==> src/rtl/rdyval_arb_pkg.sv <==
// Shared types and round-robin helpers for
// ready/valid to two-phase channel arbiters.
package rdyval_arb_pkg;

  localparam int MAXN = 16;
  localparam int IDXW = 4;

  typedef struct packed {
    logic            found;
    logic [IDXW-1:0] idx;
  } pick_t;

  // Next pointer after granting g, wrapped at n.
  // An out-of-range g leaves the pointer alone.
  function automatic logic [IDXW-1:0] rr_next(
    input logic [IDXW-1:0] ptr,
    input logic [IDXW-1:0] g,
    input int              n
  );
    logic [IDXW-1:0] nx;
    if (int'(g) >= n)
      nx = ptr;
    else if (int'(g) + 1 == n)
      nx = '0;
    else
      nx = g + 1'b1;
    return nx;
  endfunction

  // First set vld bit at or above ptr, wrapping.
  // Unused upper vld bits are zero, so wrapping at
  // MAXN gives the same winner as wrapping at NREQ.
  function automatic pick_t rr_pick(
    input logic [MAXN-1:0] vld,
    input logic [IDXW-1:0] ptr
  );
    pick_t           p;
    logic [IDXW-1:0] k;
    p = '0;
    for (int i = 0; i < MAXN; i++) begin
      k = ptr + IDXW'(i);
      if (!p.found && vld[k]) begin
        p.found = 1'b1;
        p.idx   = k;
      end
    end
    return p;
  endfunction

endpackage

==> src/rtl/rdyval_rr_arb_tph_rr_arbiter.sv <==
// Round-robin pick plus priority pointer.
// vld_i in, gnt_o/found_o out; advance_i moves ptr past gnt.
import rdyval_arb_pkg::*;

module rr_arbiter #(
  parameter  int NREQ = 4,
  localparam int IDW  = $clog2(NREQ)
) (
  input  logic            clk,
  input  logic            rst_n,
  input  logic [NREQ-1:0] vld_i,
  input  logic            advance_i,
  output logic [IDW-1:0]  gnt_o,
  output logic            found_o
);

  logic [IDW-1:0] ptr_q;
  logic [IDW-1:0] ptr_d;
  pick_t          pk;

  always_comb pk = rr_pick(MAXN'(vld_i), IDXW'(ptr_q));

  assign gnt_o   = IDW'(pk.idx);
  assign found_o = pk.found;

  always_comb begin
    ptr_d = ptr_q;
    if (advance_i)
      ptr_d = IDW'(rr_next(IDXW'(ptr_q), pk.idx, NREQ));
  end

  always_ff @(posedge clk or negedge rst_n) begin
    if (!rst_n) ptr_q <= '0;
    else        ptr_q <= ptr_d;
  end

endmodule

==> src/rtl/rdyval_rr_arb_tph.sv <==
// NREQ ready/valid producers share one two-phase req/ack channel.
// Ports: vld/rdy/i_dat per producer; req/ack/o_dat/o_id/busy/err out.
import rdyval_arb_pkg::*;

module rdyval_rr_arb_tph #(
  parameter  int NREQ        = 4,
  parameter  int DWIDTH      = 8,
  parameter  bit INCLUDE_CDC = 1'b0,
  localparam int IDW         = $clog2(NREQ)
) (
  input  logic              clk,
  input  logic              rst_n,
  input  logic [NREQ-1:0]   vld,
  output logic [NREQ-1:0]   rdy,
  input  logic [DWIDTH-1:0] i_dat [NREQ],
  output logic              req,
  input  logic              ack,
  output logic [DWIDTH-1:0] o_dat,
  output logic [IDW-1:0]    o_id,
  output logic              busy,
  output logic              err
);

  logic              ack_i;
  logic              ack_q;
  logic              req_q, req_d;
  logic              err_q, err_d;
  logic [IDW-1:0]    id_q, id_d;
  logic [DWIDTH-1:0] dat_q;
  logic [IDW-1:0]    gnt;
  logic              found;
  logic              idle;
  logic              accept;

  generate
    if (INCLUDE_CDC) begin : g_cdc
      logic [1:0] sync_q;
      always_ff @(posedge clk or negedge rst_n) begin
        if (!rst_n) sync_q <= '0;
        else        sync_q <= {sync_q[0], ack};
      end
      assign ack_i = sync_q[1];
    end else begin : g_nocdc
      assign ack_i = ack;
    end
  endgenerate

  rr_arbiter #(
    .NREQ (NREQ)
  ) u_arb (
    .clk       (clk),
    .rst_n     (rst_n),
    .vld_i     (vld),
    .advance_i (accept),
    .gnt_o     (gnt),
    .found_o   (found)
  );

  assign idle   = (req_q == ack_i);
  assign accept = idle & found;
  assign rdy    = accept ? (NREQ'(1) << gnt) : '0;

  // Ack moving while ack_q already matched req
  // means the receiver toggled with nothing pending.
  always_comb begin
    req_d = req_q;
    id_d  = id_q;
    err_d = err_q
          | ((ack_i != ack_q) & (req_q == ack_q));
    if (accept) begin
      req_d = ~req_q;
      id_d  = gnt;
    end
  end

  always_ff @(posedge clk or negedge rst_n) begin
    if (!rst_n) begin
      req_q <= 1'b0;
      id_q  <= '0;
      ack_q <= 1'b0;
      err_q <= 1'b0;
    end else begin
      req_q <= req_d;
      id_q  <= id_d;
      ack_q <= ack_i;
      err_q <= err_d;
    end
  end

  always_ff @(posedge clk) begin
    if (accept) dat_q <= i_dat[gnt];
  end

  assign req   = req_q;
  assign o_dat = dat_q;
  assign o_id  = id_q;
  assign busy  = req_q ^ ack_i;
  assign err   = err_q;

endmodule

==> config.mk <==
export PLATFORM = sky130hd
export DESIGN_NAME = rdyval_rr_arb_tph
export DESIGN_NICKNAME = d
export VERILOG_FILES = /design/src/rtl/rdyval_arb_pkg.sv /design/src/rtl/rdyval_rr_arb_tph_rr_arbiter.sv /design/src/rtl/rdyval_rr_arb_tph.sv
export SDC_FILE = /design/constraint.sdc
export NUM_CORES = 1
export LEC_CHECK = 0
export CORE_MARGIN = 2
export CORE_UTILIZATION = 30
export DETAILED_ROUTE_END_ITERATION = 8
export GPL_ROUTABILITY_DRIVEN = 0
export PLACE_DENSITY_LB_ADDON = 0.05
export SLEW_MARGIN = 0
export SYNTH_ARGS = -nofsm -noshare
export SYNTH_HDL_FRONTEND = slang
export SYNTH_HIERARCHICAL = 1
export SYNTH_SLANG_ARGS = --single-unit
==> constraint.sdc <==
create_clock -name clk -period 8.36 [get_ports clk]
set_input_delay 2.508 -clock clk [delete_from_list [all_inputs] [get_ports clk]]
set_output_delay 2.508 -clock clk [all_outputs]
set_load 0.02 [all_outputs]
After elaboration in Yosys (flattened, before gate mapping)
Index checks and enable logic that the tools add are counted.
Widths: inputs -> output; s select.

operators by class
  shift-type cells = 1
  add/sub/neg operators = 17
  div/mod/pow operators = 0
  $mul = 0
  bitwise gates (word level) = 7
  equality and inequality tests = 4
  reduce and logical (&&, ||, !) cells = 31
  muxes and demuxes = 53
  magnitude comparators = 18

operators with widths
  cell                 count
  $mux 5               16
  $lt 4x5->1 const B   15
  $bmux 1 s4           15
  $eq 32x4->1 const B  1
  $add 2x3->4 const B  4
  $add 2x4->4 const B  4
  $bmux 8 s2           1
  $mux 1               16
  $mux 8               2
  $logic_and 1x1->1    15
  $logic_not 1->1      15
  $add 3x3->4 const B  2
  $add 2x2->3 const B  2
  $add 4x1->5 const B  1
  $lt 2x5->1 const B   1
  $add 3x1->4 const B  1
  $add 3x2->4 const B  1
  $ge 4x3->1 const B   1
  $mux 4               1
  $shl 1x2->4 const A  1
  $add 2x1->3 const B  1
  $ge 3x3->1 const B   1
  $not 2->3            1
  $add 2x1->2 const B  1
  9 further kinds      12

storage, ports and cells
  memories = 0
  output and inout port bits = 17
  bits in latches = 0
  word-level logic and storage cells = 137
  ROM bits = 0
  bits of input ports = 39
  bits in writable memories = 0
  register bits after elaboration = 15

Logic depth before layout (Yosys ltp)
Gate-level depths: netlist of run 1.

  depth after elaboration = 52
  mapped depth = 12
  gate-level depth less buffers = 9

Modules after synthesis
The synthesis of run 1 kept the hierarchy.

by module, submodules not included
  module             area an instance (µm²)  cells an instance  sequential area each (µm²)  instances
  rdyval_rr_arb_tph  684.4                   38                 365.4                       1
  rr_arbiter         533.0                   63                 50.0                        1

Worst setup path after synthesis of run 1
No wires, ideal clock.

  path kind = input -> output
  from = input vld[3]
  to = output rdy[2]
  buffers on the path = 2
  path slack = 1.205 ns
  stages = 8
  data required time = 5.852 ns
  arrival time = 4.647 ns
  cells stage by stage = buf_2 > mux2_2 > o2bb2ai_1 > or4_2 > nand4b_1 > and2b_2 > buf_2 > nor3b_1

on the way
  word-level cells in the longest chain between the ends = 50
  elaborated cells on any way between the ends = 81
  classes of those cells = 1 x shift; 49 x mux; 1 x bitwise; 30 x reduce/logical

ends and longest elaborated chain
  what                          line                     RTL
  start, declared               rdyval_rr_arb_tph.sv:13  input logic [NREQ-1:0] vld,
  $bmux 1 s2                    rdyval_arb_pkg.sv:42     if (!p.found && vld[k]) begin
  $mux 1 (implied by the code)  rdyval_arb_pkg.sv:42
  $mux 5                        rdyval_arb_pkg.sv:42
  $logic_not 1->1               rdyval_arb_pkg.sv:42
  $logic_and 1x1->1             rdyval_arb_pkg.sv:42
  $mux 5                        rdyval_arb_pkg.sv:42
  $logic_not 1->1               rdyval_arb_pkg.sv:42
  $logic_and 1x1->1             rdyval_arb_pkg.sv:42
  (+35 left out)                --
  $logic_and 1x1->1             rdyval_arb_pkg.sv:42
  $mux 5                        rdyval_arb_pkg.sv:42
  $logic_not 1->1               rdyval_arb_pkg.sv:42
  $logic_and 1x1->1             rdyval_arb_pkg.sv:42
  $mux 5 (*)                    rdyval_arb_pkg.sv:42
  net gnt[1]                    rdyval_rr_arb_tph.sv:30  logic [IDW-1:0] gnt;
  $shl 1x2->4 (*)               rdyval_rr_arb_tph.sv:61  assign rdy = accept ? (NREQ'(1) << gnt) : '0;
  $mux 4 (*)                    rdyval_rr_arb_tph.sv:61
  end, declared                 rdyval_rr_arb_tph.sv:14  output logic [NREQ-1:0] rdy,

Mark *: on every way through the listed nets, which the timed path passes. The rest lies on a longest branch. The select of a mux whose other input is x is not followed.

Worst setup path after layout of run 1
Ends and elaborated chain as after synthesis.

==> results.py, run 1 <==
metrics = {
    "cells_and_area": {
        "final_cell_mix": "55 x clkdlybuf4s50_1, 8 x mux4_2, 8 x inv_1, 8 x nor2_1, 8 x edfxtp_1",
        "layout.nets": 200,
        "area_delta_synth_final_pct": 52.6,
        "drive_gt1_share_pct": 19.0,
        "final_common_cell": "clkdlybuf4s50_1",
        "diodes": 0,
        "fillers": 347,
    },
    "pwr": {
        "max-vdd-ir-drop_v": 0.000168,
        "p_leak_nw": 0.722,
        "cellPowerDensity_nw_per_um2": 384,
        "finalPower_w": 0.000713,
    },
    "timing": {
        "hold-worst-slack_ns": 0.489,
        "finClkSkew_ns": 0.00539,
        "slew_viol_final": 0,
        "post-route-period-util_pct": 94.6,
        "hold_viol": 0,
        "setup_viol": 0,
        "max_clock_freq_mhz": 126,
        "slew_headroom_pct": 59.9,
        "setup_tns_ns": 0,
        "fin_crit_ns": 7.91,
        "worst_pin_slew_ns": 0.602,
        "rsz0062_at_grt": "no",
    },
    "logic_synthesis": {
        "yosys-top-cells-area": "edfxtp_1 20%, mux4_2 15%, dfrtp_1 14%",
        "yosysTopAreaCellShare_pct": 19.7,
        "synth_fp_nets": 142,
        "yosys.area.top_type": "edfxtp_1",
        "syn_area_per_cell_um2": 12.1,
        "synth.ff_latch_count": 15,
        "synth_edf_count": 8,
        "ys_types": 39,
        "ys.flop_type": "edfxtp_1",
        "synth_warnings": 6,
        "synthArstFlopShare_pct": 46.7,
        "synth_cells": 101,
        "synth.yosys.seq_area_share_pct": 34.1,
        "syn_area_um2": 1220,
    },
    "clocking": {
        "cts_resized": 0,
        "post_cts_buffers": 0,
        "cts_tree": "yes",
        "cts_root_buffer": "clkbuf_8",
        "clkTransAtPathRegs_ns": 0.06,
        "clock_tree.buffer_depth": 2,
        "cts_hold_buf": 0,
        "clock_latency_ns": 0.25,
        "htree_levels": 1,
        "cts_buffers": 3,
        "cts_sinks": 15,
    },
    "worst_setup_path": {
        "slowest_delay_ns": 0.65,
        "r2r_start": "u_arb/ptr_q[0]$_DFFE_PN0P_",
        "worst-path-max-fanout": 10,
        "worstPathCellList": "clkdlybuf4s50_1 -> mux4_2 -> nand2_1 -> or4_2 -> nand4b_1 -> and2b_2 -> nor3b_1 -> clkdlybuf4s50_1",
        "required_ns": 5.85,
        "startpoint_type": "primary input",
        "path_buf_inv": 2,
        "startpoint": "vld[3]",
        "critPathKind": "in -> out",
        "worst_path_max_delay_cell": "clkdlybuf4s50_1",
        "reg2reg_slack_ns": 4.37,
        "path_delay_family": "simple AND/OR/NAND/NOR gates",
        "crit_path_end_kind": "primary output",
        "cp_data_arrival_time_ns": 5.40,
        "crit_path_frequent_cell": "clkdlybuf4s50_1",
    },
    "global_routing": {
        "grt_usage_pct": 15.5,
        "grt_max_degree": 17,
        "grt_overflow": 0,
        "grt_pass1_vias": 1086,
        "grt_pass1_wl_um": 5190,
        "antenna_found_initial": 0,
    },
    "floorplan": {
        "num_io_pins": 56,
        "start_util_pct": 30.9,
        "die_w_um": 67.7,
        "dieArea_um2": 4580,
        "core-area_um2": 3940,
        "num_rows": 23,
        "die_h_um": 67.7,
    },
    "detailed_routing": {
        "viasPerCell": 5.25,
        "vias": 1091,
        "ant_nets": 0,
        "first_pass_iters": 4,
        "drt-total-wl_um": 3250,
        "wire_per_inst_um": 15.6,
        "initialDrtViolationCount": 59,
        "drcViolationCount": 0,
    },
    "min_path": {
        "hold_start": "err$_DFF_PN0_",
        "worstHoldPathType": "reg -> reg",
    },
    "placement": {
        "hpwl_um": 2570,
        "io_buffers": 55,
    },
    "outcome": {
        "outcome": "finished, final reports clean",
    },
    "job": {
        "maxCapViolations": 0,
    },
}
## per-layer routing
layer  GRT usage (%)  vias up  part of all wire (%)
met2            26.0       43                    48
met1            18.9      532                    44
met3            2.83        4                   6.4
li1                -      512                     -
met4            7.65        0                   1.9
met5               0        -                     0
## path summary, 6_finish.rpt
check                                             end  depth (start not counted)
setup / recovery                               rdy[2]                          8
hold / removal                          err$_DFF_PN0_                          1
setup reg to reg           u_arb/ptr_q[1]$_DFFE_PN0P_                         10
hold reg to reg                         err$_DFF_PN0_                          1
max in group asynchronous  u_arb/ptr_q[0]$_DFFE_PN0P_                          1
min in group asynchronous               err$_DFF_PN0_                          1
## logic make-up (layout without fill, tap and decap cells)
family | Yosys count | count (layout) | synth area share (%)
AOI/OAI and AO/OA | 14 | 14 | 9.25
xor gates and xnor gates | 1 | 1 | 0.720
adders and majority gates | 2 | 2 | 2.06
buffers and inverters | 14 | 71 | 6.47
DFF | 15 | 15 | 34.1
muxes | 21 | 21 | 30.6
and+or+nand+nor | 34 | 34 | 16.8
## stage by stage
step | setup WS (ns) | std cells | instance area, um2 | util [%]
after floorplan | 1.20 | 101 | 1220 | -
after global placement | 0.520 | 204 | 1810 | 46.0
after detailed placement | 0.473 | 204 | 1810 | 46.0
after CTS | 0.454 | 208 | 1860 | 47.1
after global routing | 0.318 | 208 | 1860 | 47.1
final | 0.452 | 208 | 1860 | 47.1
## power by group
group,switching (W),internal (W)
combinational,0.000235,0.000265
clock,0.0000246,0.0000330
sequential,0.0000286,0.000127
total,0.000289,0.000425
## flip-flops by register name (all words and copies together) (netlist names)
| register | cells |
|---|---|
| o_dat | 8 |
| err | 1 |
| o_id | 2 |
| req | 1 |
| ack_q | 1 |
| u_arb/ptr_q | 2 |
## final cells by class
type | instances | area (um2) | share of cell area, %
clock inverters | 1 | 5.00 | 0.269
inverters | 8 | 30.0 | 1.62
repair buffers | 59 | 581 | 31.2
flip-flops and latches | 15 | 415 | 22.4
multi-input cells | 72 | 723 | 38.9
clock buffers | 3 | 41.3 | 2.22
well taps | 50 | 62.6 | 3.37
## cells in the mapped netlist, drive strengths merged (2+ instances only)
cell	number
mux2	5
mux4	11
or4	2
nor3b	2
o31ai	2
dfrtp	7
inv	8
buf	6
mux2i	5
ha	2
a21oi	2
nand2	5
nand3	4
o211ai	3
nor2	8
edfxtp	8
nand2b	3
(Power assumes the default switching activity.)
==> run 2: changes to the inputs <==
--- a/config.mk
+++ b/config.mk
@@ -5,6 +5,7 @@
 export SDC_FILE = /design/constraint.sdc
 export NUM_CORES = 1
 export LEC_CHECK = 0
+export CORE_ASPECT_RATIO = 0.5
 export CORE_MARGIN = 2
 export CORE_UTILIZATION = 30
 export DETAILED_ROUTE_END_ITERATION = 8
==> run 2 against run 1 <==
  * Cell count is 1.4% higher
  * Hold slack worse by 0.011 ns
  * Critical path depth stayed put
  * Largest cell class unchanged
  * Largest power group unchanged
==> results.py, run 2 (synthesis gave the netlist of run 1 again) <==
metrics = {
    "global_routing": {
        "grt_overflow": 0,
        "top_usage_layer": "met2",
        "grt_pass1_vias": 1038,
        "grt_usage_pct": 13.5,
        "grt_max_degree": 17,
        "grt_pass1_wl_um": 4930,
        "gr-usage-met2_pct": 22.1,
        "met3_usage_pct": 4.33,
        "antenna_found_initial": 0,
        "use_met1_pct": 17.8,
    },
    "clocking": {
        "clkTransAtPathRegs_ns": 0.06,
        "clock_tree.buffer_depth": 2,
        "post_cts_buffers": 0,
        "cts_buffers": 3,
        "clock_latency_ns": 0.24,
        "cts_tree": "yes",
        "htree_levels": 1,
        "cts_resized": 0,
        "cts_sinks": 15,
        "cts_hold_buf": 0,
        "cts_root_buffer": "clkbuf_8",
    },
    "timing": {
        "slew_viol_final": 0,
        "hold_viol": 0,
        "finClkSkew_ns": 0.00387,
        "slew_headroom_pct": 58.7,
        "max_clock_freq_mhz": 127,
        "setup_viol": 0,
        "setup_tns_ns": 0,
        "post-route-period-util_pct": 94.5,
        "rsz0062_at_grt": "no",
        "worst_pin_slew_ns": 0.620,
        "fin_crit_ns": 7.90,
    },
    "floorplan": {
        "num_rows": 16,
        "num_io_pins": 56,
        "dieArea_um2": 4610,
        "die_h_um": 49.0,
        "core-area_um2": 3900,
        "die_w_um": 94.1,
        "start_util_pct": 31.2,
    },
    "min_path": {
        "worstHoldPathType": "reg -> reg",
        "worstHoldEndpoint": "err$_DFF_PN0_",
        "hold_start": "err$_DFF_PN0_",
        "min_path_cells": 1,
    },
    "worst_setup_path": {
        "r2r_end": "u_arb/ptr_q[1]$_DFFE_PN0P_",
        "crit_path_end_kind": "primary output",
        "r2r_start": "u_arb/ptr_q[0]$_DFFE_PN0P_",
        "worst-path-max-fanout": 10,
        "r2r_cells": 10,
        "cp_data_arrival_time_ns": 5.39,
        "required_ns": 5.85,
        "reg2reg_slack_ns": 4.39,
        "critPathKind": "in -> out",
        "startpoint_type": "primary input",
    },
    "detailed_routing": {
        "ant_nets": 0,
        "wire_per_inst_um": 14.1,
        "drcViolationCount": 0,
        "initialDrtViolationCount": 17,
        "drt-total-wl_um": 2980,
        "first_pass_iters": 4,
        "viasPerCell": 4.96,
        "vias": 1047,
    },
    "cells_and_area": {
        "final_cell_mix": "55 x clkdlybuf4s50_1, 8 x mux4_2, 8 x inv_1, 8 x nor2_1, 8 x edfxtp_1",
        "diodes": 0,
        "layout.nets": 199,
        "final_common_cell": "clkdlybuf4s50_1",
        "area_delta_synth_final_pct": 52.4,
        "drive_gt1_share_pct": 18.5,
        "largest_reg_flops": 8,
    },
    "pwr": {
        "cellPowerDensity_nw_per_um2": 380,
        "p_leak_nw": 0.718,
        "max-vdd-ir-drop_v": 0.000131,
        "finalPower_w": 0.000706,
    },
    "placement": {
        "hpwl_um": 2410,
        "io_buffers": 55,
    },
    "job": {
        "maxCapViolations": 0,
    },
    "outcome": {
        "outcome": "finished, final reports clean",
    },
}
[run 2: cell type report]
| class | instances | area [um2] |
|---|---|---|
| Sequential cell | 15 | 415 |
| Tap cell | 54 | 67.6 |
| Timing Repair Buffer | 58 | 573 |
| Clock inverter | 1 | 5.00 |
| Multi-Input combinational cell | 72 | 723 |
| Clock buffer | 3 | 41.3 |
| Fill cell | 374 | 2050 |
| Inverter | 8 | 30.0 |
[run 2: per-layer routing]
layer / wire [um] / vias up
met5: 0 / -
met4: 21 / 0
met3: 267 / 2
met2: 1280 / 39
met1: 1410 / 496
li1: - / 510
[run 2: how the worst max path moves through the flow]
stage	start	endpoint	slack (ns)	cells after the start
final	vld[3]	rdy[2]	0.46	8
after global routing	vld[3]	rdy[2]	0.25	8
after CTS	vld[3]	rdy[2]	0.46	8
after detailed placement	vld[3]	rdy[2]	0.46	8
after global placement	vld[3]	rdy[2]	0.51	8
after floorplan	vld[3]	rdy[2]	1.20	8
[run 2: through the flow]
stage | hold slack, ns | worst slack [ns] | area [um2] | utilization (%) | std cells
6_report | 0.478 | 0.461 | 1860 | 47.5 | 211
4_1_cts | 0.483 | 0.461 | 1860 | 47.5 | 211
3_5_place_dp | 0.463 | 0.460 | 1810 | 46.3 | 207
3_3_place_gp | 0.472 | 0.510 | 1810 | 46.3 | 207
5_1_grt | 0.504 | 0.255 | 1860 | 47.5 | 211
2_1_floorplan | 0.484 | 1.20 | 1220 | - | 101
[run 2: power breakdown]
group | leakage, nW | internal (W) | switching (W)
Combinational | 0.535 | 0.000260 | 0.000233
Sequential | 0.157 | 0.000127 | 0.0000290
Clock | 0.0255 | 0.0000329 | 0.0000245
Total | 0.718 | 0.000419 | 0.000287
[run 2: critical path, cell delays in order]
cell and delay (ns):
clkdlybuf4s50_1 0.64, mux4_2 0.30, nand2_1 0.08, or4_2 0.61, nand4b_1 0.18, and2b_2 0.22, nor3b_1 0.21, clkdlybuf4s50_1 0.64
==> run 3: changes to the inputs <==
--- a/config.mk
+++ b/config.mk
@@ -7,7 +7,7 @@
 export LEC_CHECK = 0
 export CORE_ASPECT_RATIO = 0.5
 export CORE_MARGIN = 2
-export CORE_UTILIZATION = 30
+export CORE_UTILIZATION = 44
 export DETAILED_ROUTE_END_ITERATION = 8
 export GPL_ROUTABILITY_DRIVEN = 0
 export PLACE_DENSITY_LB_ADDON = 0.05
==> run 3 against run 2 <==
  * Global-route usage grew 5.5 points
  * Die area down 30%
  * Sequential power is essentially flat
  * Final area decreased by 1.1%
  * Sequential share of layout area increased by 0.24 points
  * Combinational power is essentially flat
  * Hold slack better by 0.020 ns
  * Clock power grew 8.4%
  * Clock-buffer cell count did not move
  * Wire length increased by 4.6%
  * Sequential cell count is the same
  * Largest cell class unchanged
==> results.py, run 3 (synthesis gave the netlist of run 1 again) <==
metrics = {
    "floorplan": {
        "dieArea_um2": 3230,
        "core-area_um2": 2620,
        "num_io_pins": 56,
        "die_w_um": 78.4,
        "num_rows": 13,
        "die_h_um": 41.2,
        "start_util_pct": 46.5,
    },
    "detailed_routing": {
        "viasPerCell": 5.48,
        "ant_nets": 0,
        "first_pass_iters": 4,
        "drt-total-wl_um": 3110,
        "drcViolationCount": 0,
        "vias": 1063,
        "wire_per_inst_um": 16.0,
        "initialDrtViolationCount": 34,
    },
    "pwr": {
        "p_leak_nw": 0.718,
        "cellPowerDensity_nw_per_um2": 387,
        "max-vdd-ir-drop_v": 0.000157,
    },
    "timing": {
        "max_clock_freq_mhz": 124,
        "finClkSkew_ns": 0.0114,
        "setup_tns_ns": 0,
        "slew_headroom_pct": 61.9,
        "setup_viol": 0,
        "worst_pin_slew_ns": 0.572,
        "slew_viol_final": 0,
        "hold_viol": 0,
        "rsz0062_at_grt": "no",
        "fin_crit_ns": 8.05,
        "post-route-period-util_pct": 96.2,
    },
    "cells_and_area": {
        "largest_reg_flops": 8,
        "diodes": 0,
        "multiInputGateArea_um2": 723,
        "fillers": 187,
        "layout.nets": 199,
        "drive_gt1_share_pct": 18.5,
        "final_cell_mix": "55 x clkdlybuf4s50_1, 8 x mux4_2, 8 x inv_1, 8 x nor2_1, 8 x edfxtp_1",
        "final_common_cell": "clkdlybuf4s50_1",
        "final-seq-area_um2": 415,
        "final_cells": 194,
        "area_delta_synth_final_pct": 50.8,
    },
    "worst_setup_path": {
        "required_ns": 5.85,
        "slowest_delay_ns": 0.65,
        "worst-path-max-fanout": 13,
        "worstPathCellList": "clkdlybuf4s50_1 -> mux4_2 -> nand2_1 -> or4_2 -> nand4b_1 -> and2b_2 -> nor3b_1 -> clkdlybuf4s50_1",
        "critPathKind": "in -> out",
        "cp_data_arrival_time_ns": 5.54,
        "worst_path_max_delay_cell": "clkdlybuf4s50_1",
        "path_delay_family": "simple AND/OR/NAND/NOR gates",
        "startpoint_type": "primary input",
        "crit_path_frequent_cell": "clkdlybuf4s50_1",
        "crit_path_end_kind": "primary output",
        "path_buf_inv": 2,
    },
    "clocking": {
        "cts_sinks": 15,
        "htree_levels": 1,
        "cts_resized": 0,
        "clkTransAtPathRegs_ns": 0.07,
        "post_cts_buffers": 0,
        "cts_hold_buf": 0,
        "cts_tree": "yes",
        "cts_buffers": 3,
        "cts_root_buffer": "clkbuf_8",
        "clock_tree.buffer_depth": 2,
        "clock_latency_ns": 0.25,
    },
    "global_routing": {
        "grt_usage_pct": 19.0,
        "grt_pass1_vias": 919,
        "grt_max_degree": 17,
        "antenna_found_initial": 0,
        "grt_pass1_wl_um": 4490,
        "grt_overflow": 0,
    },
    "outcome": {
        "outcome": "finished, final reports clean",
    },
    "min_path": {
        "worstHoldPathType": "reg -> reg",
    },
    "placement": {
        "hpwl_um": 2420,
        "dp_cells": 190,
        "io_buffers": 55,
    },
    "job": {
        "maxCapViolations": 0,
    },
}
==> run 3: cell count changes in the layout (fill, tap and decap cells not counted) <==
cell	change
clkinv_2	-1
inv_4	+1
==> run 3: metrics by stage <==
step | setup slack (ns) | area [um2] | power [W] | hold WS [ns] | utilization, %
floorplan | 1.20 | 1220 | 0.000509 | 0.484 | -
global placement | 0.417 | 1790 | 0.000643 | 0.465 | 68.3
detailed placement | 0.328 | 1790 | 0.000650 | 0.473 | 68.3
CTS | 0.328 | 1840 | 0.000714 | 0.487 | 70.1
global route | 0.150 | 1840 | 0.000759 | 0.508 | 70.1
finish | 0.314 | 1840 | 0.000710 | 0.498 | 70.1
==> run 3: final cells by class <==
type                            count  area share, %
Inverter                            8           1.64
Sequential cell                    15           22.6
Timing Repair Buffer               58           31.2
Clock buffer                        3           2.25
Clock inverter                      1          0.341
Tap cell                           37           2.52
Multi-Input combinational cell     72           39.4
==> run 3: routing by layer <==
layer,vias to the layer above,routed length [um],track usage (%)
met5,-,0,0
met4,0,15,3.95
met3,2,237,4.63
met2,46,1420,35.6
met1,504,1440,23.5
li1,511,-,-
==> run 3: worst reg2reg max path: cells and delay by family, from the launching register on <==
family / cells / cell delay (ns)
mux: 2 / 1.17
simple gates: 2 / 0.41
compound gates: 1 / 0.40
fa+ha+maj: 1 / 0.53
buf+inv: 2 / 0.42
flops: 1 / 0.71
==> run 3: worst paths after layout <==
check | from | endpoint | slack (ns) | cells past startpoint
max in group asynchronous | rst_n | o_id[0]$_DFFE_PN0P_ | 5.57 | 1
worst max register to register | u_arb/ptr_q[0]$_DFFE_PN0P_ | o_dat[5]$_DFFE_PP_ | 4.45 | 8
worst min register to register | err$_DFF_PN0_ | err$_DFF_PN0_ | 0.50 | 1
min in group asynchronous | rst_n | u_arb/ptr_q[0]$_DFFE_PN0P_ | 2.53 | 1
worst max-delay path | vld[3] | rdy[2] | 0.31 | 8
worst min-delay path | err$_DFF_PN0_ | err$_DFF_PN0_ | 0.50 | 1
==> run 3: where the power goes <==
part / internal, W / switching, W
Combinational: 0.000258 / 0.000234
Clock: 0.0000337 / 0.0000285
Sequential: 0.000127 / 0.0000285
